===== src/rtl/sec_a2b_pkg.sv =====
// Shared constants and helpers for the serial masked A2B converter.
package sec_a2b_pkg;

    // FSM state encoding
    typedef logic [1:0] a2b_state_t;
    localparam logic [1:0] ST_IDLE = 2'd0;
    localparam logic [1:0] ST_RUN  = 2'd1;
    localparam logic [1:0] ST_DONE = 2'd2;

    // Randomness bits consumed per bit step (two SecAnd gadgets)
    function automatic int unsigned rnd_width(input int unsigned n);
        return n * (n - 1);
    endfunction

    // Offset of unordered share pair (i,j) in lexicographic order (0,1),(0,2),...
    function automatic int unsigned rnd_pair_idx(input int unsigned i,
                                                 input int unsigned j,
                                                 input int unsigned n);
        int unsigned lo;
        int unsigned hi;
        lo = (i < j) ? i : j;
        hi = (i < j) ? j : i;
        return (lo * (2 * n - lo - 1)) / 2 + (hi - lo - 1);
    endfunction

endpackage


===== src/rtl/sec_and_bit_n.sv =====
// Combinational N-share 1-bit DOM-indep AND; r_ij = r_ji shared per pair.
module sec_and_bit_n
    import sec_a2b_pkg::*;
#(
    parameter int unsigned N_SHARES = 8
) (
    input  logic [N_SHARES-1:0]                  b,
    input  logic [N_SHARES-1:0]                  x,
    input  logic [N_SHARES*(N_SHARES-1)/2-1:0]   r,
    output logic [N_SHARES-1:0]                  z
);

    localparam int unsigned P = rnd_width(N_SHARES) / 2;

    // Inner-domain term plus each cross-domain term refreshed by its pair mask
    always_comb begin
        z = '0;
        for (int unsigned i = 0; i < N_SHARES; i++) begin
            z[i] = b[i] & x[i];
            for (int unsigned j = 0; j < N_SHARES; j++) begin
                if (j != i) begin
                    z[i] = z[i] ^ (b[i] & x[j])
                         ^ (|(r & (P'(1) << rnd_pair_idx(i, j, N_SHARES))));
                end
            end
        end
    end

endmodule


===== src/rtl/sec_a2b_serial.sv =====
// Bit-serial masked arithmetic-to-Boolean converter: folds one arithmetic
// share per pass into a Boolean accumulator through a masked ripple adder.
module sec_a2b_serial
    import sec_a2b_pkg::*;
#(
    parameter int unsigned K_WIDTH  = 32,
    parameter int unsigned N_SHARES = 8
) (
    input  logic                                clk_i,
    input  logic                                rst_ni,
    input  logic                                i_dvld,
    output logic                                o_ready,
    input  logic                                i_rvld,
    input  logic [N_SHARES*(N_SHARES-1)-1:0]    i_n,
    input  logic [N_SHARES*K_WIDTH-1:0]         i_a,
    output logic [N_SHARES*K_WIDTH-1:0]         o_z,
    output logic                                o_dvld
);

    localparam int unsigned RW    = rnd_width(N_SHARES);
    localparam int unsigned P     = RW / 2;
    localparam int unsigned IDX_W = $clog2(N_SHARES);
    localparam int unsigned BIT_W = (K_WIDTH > 1) ? $clog2(K_WIDTH) : 1;

    typedef logic [N_SHARES-1:0][K_WIDTH-1:0] share_vec_t;

    a2b_state_t          state_q, state_d;
    share_vec_t          a_q, a_d;
    share_vec_t          b_q, b_d;
    logic [N_SHARES-1:0] c_q, c_d;
    logic [IDX_W-1:0]    idx_q, idx_d;
    logic [BIT_W-1:0]    pos_q, pos_d;
    logic                ready_q, ready_d;
    share_vec_t          z_d;
    logic                dvld_d;

    logic [N_SHARES-1:0] bj, xv, bx, g, h;

    // Current bit column of the accumulator and the (unmasked) operand bit
    always_comb begin
        bj = '0;
        xv = '0;
        for (int unsigned k = 0; k < N_SHARES; k++) begin
            bj[k] = b_q[k][pos_q];
        end
        xv[0] = a_q[idx_q][pos_q];
        bx    = bj ^ xv;
    end

    // Generate term B&x
    sec_and_bit_n #(.N_SHARES(N_SHARES)) u_and_g (
        .b (bj),
        .x (xv),
        .r (i_n[0 +: P]),
        .z (g)
    );

    // Propagate term c&(B^x), using the pre-update accumulator bit
    sec_and_bit_n #(.N_SHARES(N_SHARES)) u_and_h (
        .b (c_q),
        .x (bx),
        .r (i_n[P +: P]),
        .z (h)
    );

    // Next-state and datapath update; accept overrides IDLE/DONE transitions
    always_comb begin
        state_d = state_q;
        a_d     = a_q;
        b_d     = b_q;
        c_d     = c_q;
        idx_d   = idx_q;
        pos_d   = pos_q;
        z_d     = o_z;
        dvld_d  = 1'b0;

        case (state_q)
            ST_RUN: begin
                if (i_rvld) begin
                    for (int unsigned k = 0; k < N_SHARES; k++) begin
                        b_d[k][pos_q] = bj[k] ^ xv[k] ^ c_q[k];
                    end
                    if (pos_q == BIT_W'(K_WIDTH - 1)) begin
                        c_d   = '0;
                        pos_d = '0;
                        if (idx_q == IDX_W'(N_SHARES - 1)) begin
                            state_d = ST_DONE;
                        end else begin
                            idx_d = idx_q + IDX_W'(1);
                        end
                    end else begin
                        c_d   = g ^ h;
                        pos_d = pos_q + BIT_W'(1);
                    end
                end
            end
            ST_DONE: begin
                z_d     = b_q;
                dvld_d  = 1'b1;
                state_d = ST_IDLE;
            end
            default: begin
                state_d = ST_IDLE;
            end
        endcase

        if (i_dvld && ready_q) begin
            a_d     = i_a;
            b_d     = '0;
            b_d[0]  = i_a[K_WIDTH-1:0];
            c_d     = '0;
            idx_d   = IDX_W'(1);
            pos_d   = '0;
            state_d = ST_RUN;
        end

        ready_d = (state_d != ST_RUN);
    end

    // State and datapath registers
    always_ff @(posedge clk_i or negedge rst_ni) begin
        if (!rst_ni) begin
            state_q <= ST_IDLE;
            a_q     <= '0;
            b_q     <= '0;
            c_q     <= '0;
            idx_q   <= '0;
            pos_q   <= '0;
            ready_q <= 1'b1;
            o_z     <= '0;
            o_dvld  <= 1'b0;
        end else begin
            state_q <= state_d;
            a_q     <= a_d;
            b_q     <= b_d;
            c_q     <= c_d;
            idx_q   <= idx_d;
            pos_q   <= pos_d;
            ready_q <= ready_d;
            o_z     <= z_d;
            o_dvld  <= dvld_d;
        end
    end

    assign o_ready = ready_q;

endmodule


===== config.mk =====
export PLATFORM = sky130hd
export DESIGN_NAME = sec_a2b_serial
export DESIGN_NICKNAME = d
export VERILOG_FILES = /design/src/rtl/sec_a2b_pkg.sv /design/src/rtl/sec_and_bit_n.sv /design/src/rtl/sec_a2b_serial.sv
export SDC_FILE = /design/constraint.sdc
export NUM_CORES = 2
export LEC_CHECK = 0
export BUFFER_PORTS_ARGS = -buffer_cell sky130_fd_sc_hd__buf_4
export CORE_AREA = 5 5 267 269
export DETAILED_ROUTE_END_ITERATION = 7
export DIE_AREA = 0 0 272 274
export GPL_ROUTABILITY_DRIVEN = 1
export PLACE_DENSITY = 0.83
export SYNTH_ARGS = -nofsm -noshare
export SYNTH_HDL_FRONTEND = slang
export SYNTH_HIERARCHICAL = 1
export SYNTH_SLANG_ARGS = --single-unit

===== constraint.sdc =====
create_clock -name clk_i -period 7.5 [get_ports clk_i]
set_input_delay 0 -clock clk_i [delete_from_list [all_inputs] [get_ports clk_i]]
set_output_delay 0 -clock clk_i [all_outputs]
set_load 0.05 [all_outputs]

Yosys cells after proc, flatten, opt, wreduce, memory -nomap -nowiden
Index checks and enable logic that the tools add are counted.
{ "totals": {"register_bits": 788, "in_bits": 316} }
{ "classes": {"bitwise_logic": 251, "n_mux": 52, "order_cmp": 3, "n_reduce_logical": 7, "n_eq_ne": 6, "n_addsub": 2} }
{ "op_table": {"columns": ["cell", "n"], "rows": [
  ["$mux 256", 3],
  ["$bwmux 32", 8],
  ["$xor 1x1->1", 177],
  ["$bmux 32 s3", 1],
  ["$and 1x1->1", 72],
  ["$bmux 1 s5", 9],
  ["$mux 32", 1],
  ["$mux 8", 4],
  ["$mux 5", 4],
  ["$mux 3", 5],
  ["$mux 1", 11],
  ["$mux 2", 5],
  ["$xor 8x1->8", 1],
  ["$xor 8x8->8", 1],
  ["$lt 5x6->1 const B", 1],
  ["$reduce_bool 2->1", 3],
  ["$add 5x1->5 const B", 1],
  ["$demux 1 s5", 1],
  ["$eq 5x5->1 const B", 1],
  ["$ge 5x1->1 const B", 1],
  ["$lt 3x4->1 const B", 1],
  ["$ne 2x1->1 const B", 2],
  ["$reduce_and 4->1", 1],
  ["$add 3x1->3 const B", 1],
  ["5 further kinds", 6]
]} }

Depth between registers and ports, before layout
{ "logic_depth": {"ltp_word": 25, "ltp_mapped": 20, "ltp_nobuf": 16} }

Cells and area by module
The synthesis kept the hierarchy.
{ "by_module_without_submodules": {"columns": ["module", "cells_each", "area_each_um2", "seq_area_each_um2", "instances"], "rows": [
  ["sec_a2b_serial", 3278, 33833.7, 19720.2, 1],
  ["sec_and_bit_n", 94, 777.0, 0.0, 2]
]} }

Least setup slack after synthesis
No wires, ideal clock.
{ "synth_path": {"kind": "register to register", "start": "register pos_q[0]", "end": "register c_q[2]", "synth_period_minus_slack_ns": 3.513, "path_stages_with_launch": 16, "setup_ns": 0.132, "arrival_time_ns": 3.381, "slack_ns": 3.987, "cell_sequence": "dfrtp_1 > buf_4 > buf_4 > buf_4 > mux4_2 > a22oi_1 > nand4_1 > xnor3_2 > xor2_4 > xnor2_1 > nand2_1 > xnor2_1 > xnor2_1 > nor3_1 > a21oi_1 > nor2_1"} }
{ "synth_lines": {"columns": ["item", "line", "text"], "rows": [
  ["start, declared", "sec_a2b_serial.sv:32", "logic [BIT_W-1:0] pos_q, pos_d;"],
  ["start signal, assigned", "sec_a2b_serial.sv:138", "pos_q <= pos_d;"],
  ["$bmux 1 s5", "sec_a2b_serial.sv:44", "bj[k] = b_q[k][pos_q];"],
  ["$mux 1 (implied by the code)", "sec_a2b_serial.sv:44", null],
  ["named net bj[5]", "sec_a2b_serial.sv:37", "logic [N_SHARES-1:0] bj, xv, bx, g, h;"],
  ["$xor 8x1->8", "sec_a2b_serial.sv:47", "bx = bj ^ xv;"],
  ["$and 1x1->1", "sec_and_bit_n.sv:22", "z[i] = z[i] ^ (b[i] & x[j])"],
  ["$xor 1x1->1", "sec_and_bit_n.sv:22", null],
  ["$xor 1x1->1", "sec_and_bit_n.sv:23", "^ (|(r & (P'(1) << rnd_pair_idx(i, j, N_SHARES))));"],
  ["$xor 1x1->1", "sec_and_bit_n.sv:22", null],
  ["$xor 1x1->1", "sec_and_bit_n.sv:23", null],
  ["$xor 1x1->1", "sec_and_bit_n.sv:22", null],
  ["$xor 1x1->1", "sec_and_bit_n.sv:23", null],
  ["named net h[2]", "sec_a2b_serial.sv:37", null],
  ["$xor 8x8->8", "sec_a2b_serial.sv:92", "c_d = g ^ h;"],
  ["$mux 8", "sec_a2b_serial.sv:83", "if (pos_q == BIT_W'(K_WIDTH - 1)) begin"],
  ["$mux 8", "sec_a2b_serial.sv:79", "if (i_rvld) begin"],
  ["$mux 8", "sec_a2b_serial.sv:77", "case (state_q)"],
  ["$mux 8", "sec_a2b_serial.sv:107", "if (i_dvld && ready_q) begin"],
  ["end signal, assigned", "sec_a2b_serial.sv:126", "c_q <= '0;"],
  ["end signal, assigned", "sec_a2b_serial.sv:136", "c_q <= c_d;"],
  ["end, declared", "sec_a2b_serial.sv:30", "logic [N_SHARES-1:0] c_q, c_d;"]
]} }
The timed path passes the listed nets, and every way through them passes these cells. The select of a mux whose other input is x is not followed.
A chain may end at the register's enable or synchronous reset.

Final worst setup path
{ "layout_path": {"start": "register pos_q[0]", "end": "register c_q[1]"} }
{ "layout_lines": {"columns": ["item", "line"], "rows": [
  ["$bmux 1 s5", "sec_a2b_serial.sv:44"],
  ["$mux 1 (implied by the code)", "sec_a2b_serial.sv:44"],
  ["named net bj[6]", "sec_a2b_serial.sv:37"],
  ["$xor 8x1->8", "sec_a2b_serial.sv:47"],
  ["$and 1x1->1", "sec_and_bit_n.sv:22"],
  ["$xor 1x1->1", "sec_and_bit_n.sv:22"],
  ["$xor 1x1->1", "sec_and_bit_n.sv:23"],
  ["$xor 1x1->1", "sec_and_bit_n.sv:22"],
  ["$xor 1x1->1", "sec_and_bit_n.sv:23"],
  ["named net h[1]", "sec_a2b_serial.sv:37"],
  ["$xor 8x8->8", "sec_a2b_serial.sv:92"],
  ["$mux 8", "sec_a2b_serial.sv:83"],
  ["$mux 8", "sec_a2b_serial.sv:79"],
  ["$mux 8", "sec_a2b_serial.sv:77"],
  ["$mux 8", "sec_a2b_serial.sv:107"]
]} }
The timed path passes the listed nets, and every way through them passes these cells. The select of a mux whose other input is x is not followed.

==> metrics.txt <==
worst-path fanout max 46; top cell type's share of synthesized area 55.65%; Critical Path End Type flip-flop; leakage power 23.28 nW; setup slack, reg-to-reg 2.38 ns; maximum VDD drop 0.0003820 V; Synth area leader dfrtp_1; largest net degree at the start of global routing 186; PwrDens 327.3 nW/um^2; Clock Pin Slew Worst Setup and Hold Paths 0.06 ns; Final Setup Violations 0; count of different cell masters after synthesis 63; min-delay worst type in -> async; failing checks negative hold slack; GRT overflow 0; initial antenna violation count 2; CP startpoint kind flip-flop; Max Cap Viol 0; dominant synthesized flop cell dfrtp_1; Cells after DPL 4766; syn avg cell area 10.21 sq um; RSZ-0062 raised after global routing false; Clock Skew 0.03885 ns; H-tree depth 3; Ys Warns 6; first-pass GRT wire length 201000 um; Post-synth EDFFs 0; worst flop-to-flop path startpoint pos_q[0]; CP required 8.00 ns; vias per inst 6.080; Worst EP arrival 5.62 ns; CTS tree done; # resized after CTS 0; DP HPWL 91110 um; Pre-Repair DR Iteration Count 6; synthesized area 35390 sq um; # IOs 574; Starting Density 51.78%; P_int 9.505 mW; status complete, but fails checks; switching share of power 36.60%; die width 272 um; post-route ant nets 0; Tcrit/Tclk final 68.27%; Post-CTS Setup Bufs 0; wire length per cell 26.28 um; Area Overhead vs Synth 29.45%; Reg2Reg Depth 13; Flop pwr share 39.2%; DRC viols 0; final WL 136000 um; Place WS 2.597 ns; Setup CP Type reg -> reg; Placed Instance Area 40280 sq um; reg-to-reg critical path endpoint c_q[1]; f_max 0.1953 GHz; row count 96; cts hold-fix bufs 258; clk sinks 788; Fin. Hold Viols 31; Port Buffers 573; initial DRC count 4315; Die Height 274 um; clk_lat worst skew 0.66 ns; top-count cell post-synth nand2_1; number of global-route vias before repair 31779; via count 31466; register area share after synthesis 55.73%; CTS Buffer Depth 3; nets 4548; Rel. slew slack 8.356%; Comb power frac 31.2%; Tot GR Track Use 35.71%; asr flop ratio synth 100.0%; max-slew violations 0; setup TNS 0 ns; Sw Pwr 5.488 mW; total CTS buffers 81; Post-Syn Instances 3466; Final Hold Slack -0.01305 ns; #FFs+latches synth 788; Area contributors post-synth dfrtp_1 (56%), nand2_1 (17%), mux4_2 (6.7%), a22o_1 (5.5%), xnor2_1 (3.9%); Core Footprint 68350 sq um; Root Driver clkbuf_16; share of cells above drive strength 1 21.18%; clock network fraction of total power 29.7%; Design Area, Final 45810 sq um; fin cells 5175; min Tclk post-route 5.120 ns; Final WS setup 2.380 ns; Placer Congestion 0.9885; synth cell count leaders nand2_1 (1621), dfrtp_1 (787), a22o_1 (224), xnor2_1 (159), clkbuf_1 (137); worst-margin pin slew 1.375 ns; Die ar. 74530 sq um
critical path, cell delays in order (launching register included):
cell	delay (ns)
dfrtp_4	1.07
buf_4	0.52
mux4_2	0.55
a22oi_1	0.46
nand4_1	0.64
xnor2_1	0.60
xor2_1	0.22
xnor2_1	0.14
nand2_1	0.08
xnor2_1	0.20
xnor2_1	0.14
nor3_1	0.07
a21oi_1	0.18
nor2_1	0.06
power by group through the flow:
stage	Combinational (mW)	Clock [mW]	Sequential [mW]
floorplan	3.46	0	5.35
global placement	4.30	0	5.84
detailed placement	4.38	0	5.86
CTS	4.54	4.44	5.79
global route	4.96	4.63	5.89
finish	4.68	4.45	5.87
through the flow:
step                utilization [%]  total power, mW  hold WS [ns]
CTS                           67.02            14.76      0.005947
global placement              58.94            10.14       0.07956
detailed placement            58.94            10.24       0.07900
global route                  67.02            15.47       0.05159
floorplan                         -            8.801       -0.2956
finish                        67.02            14.99      -0.01305
metal layers:
| layer | track usage (%) | up-vias | routed length (um) |
|---|---|---|---|
| met4 | 23.12 | 2 | 11030 |
| met3 | 9.739 | 592 | 14670 |
| met1 | 42.87 | 15432 | 46270 |
| met2 | 57.21 | 2357 | 63990 |
| met5 | 0 | - | 13 |
| li1 | - | 13083 | - |
final cells by class:
class	instances	area [sq um]
fill	4844	22540
sequential	788	19730
multi-input combinational	2484	14810
timing repair buffer	863	7182
clock buffer	109	2325
tap	882	1104
clock inverter	41	616.8
inverter	7	31.28
antenna	1	2.502
registers in the layout, summed over array words and instances, names as in the netlist:
register  flops
state_q       2
o_dvld        1
a_q         256
o_ready       1
c_q           8
pos_q         5
b_q         256
idx_q         3
o_z         256
cells in the final DEF, fill, tap and decap left out, types with 11 or more instances in the layout:
cell,count
a211oi_1,12
a21oi_1,49
a22o_1,224
a22oi_1,46
buf_4,600
bufinv_16,12
clkbuf_1,11
clkbuf_16,83
clkbuf_8,15
clkinv_2,17
conb_1,19
dfrtp_1,782
dlygate4sd3_1,258
mux4_1,12
mux4_2,106
nand2_1,1620
nor2_1,64
nor3_1,14
o311ai_2,20
xnor2_1,159
cell families (layout without fill, tap and decap cells):
logic type                 count (synthesis)  after routing  share of synthesized area, %
AOI/OAI and AO/OA                        386            386                         9.129
xor gates and xnor gates                 175            175                         4.575
adders and majority gates                  7              7                        0.2475
buffers and inverters                    212           1020                         2.846
DFF                                      788            788                         55.73
muxes                                    138            138                         8.252
other                                      1             20                       0.01060
and+or+nand+nor                         1759           1759                         19.21
worst max-delay path by stage:
| stage | start | to | slack (ns) | cells after the start |
|---|---|---|---|---|
| finish | pos_q[0] | c_q[1] | 2.38 | 13 |
| global route | pos_q[0] | c_q[6] | 2.11 | 13 |
| CTS | pos_q[0] | c_q[3] | 2.59 | 13 |
| detailed placement | pos_q[0] | c_q[3] | 2.60 | 13 |
| global placement | pos_q[0] | c_q[2] | 2.64 | 13 |
| floorplan | pos_q[0] | c_q[2] | 3.99 | 15 |
No activity file was read; power rests on OpenSTA's default activity.
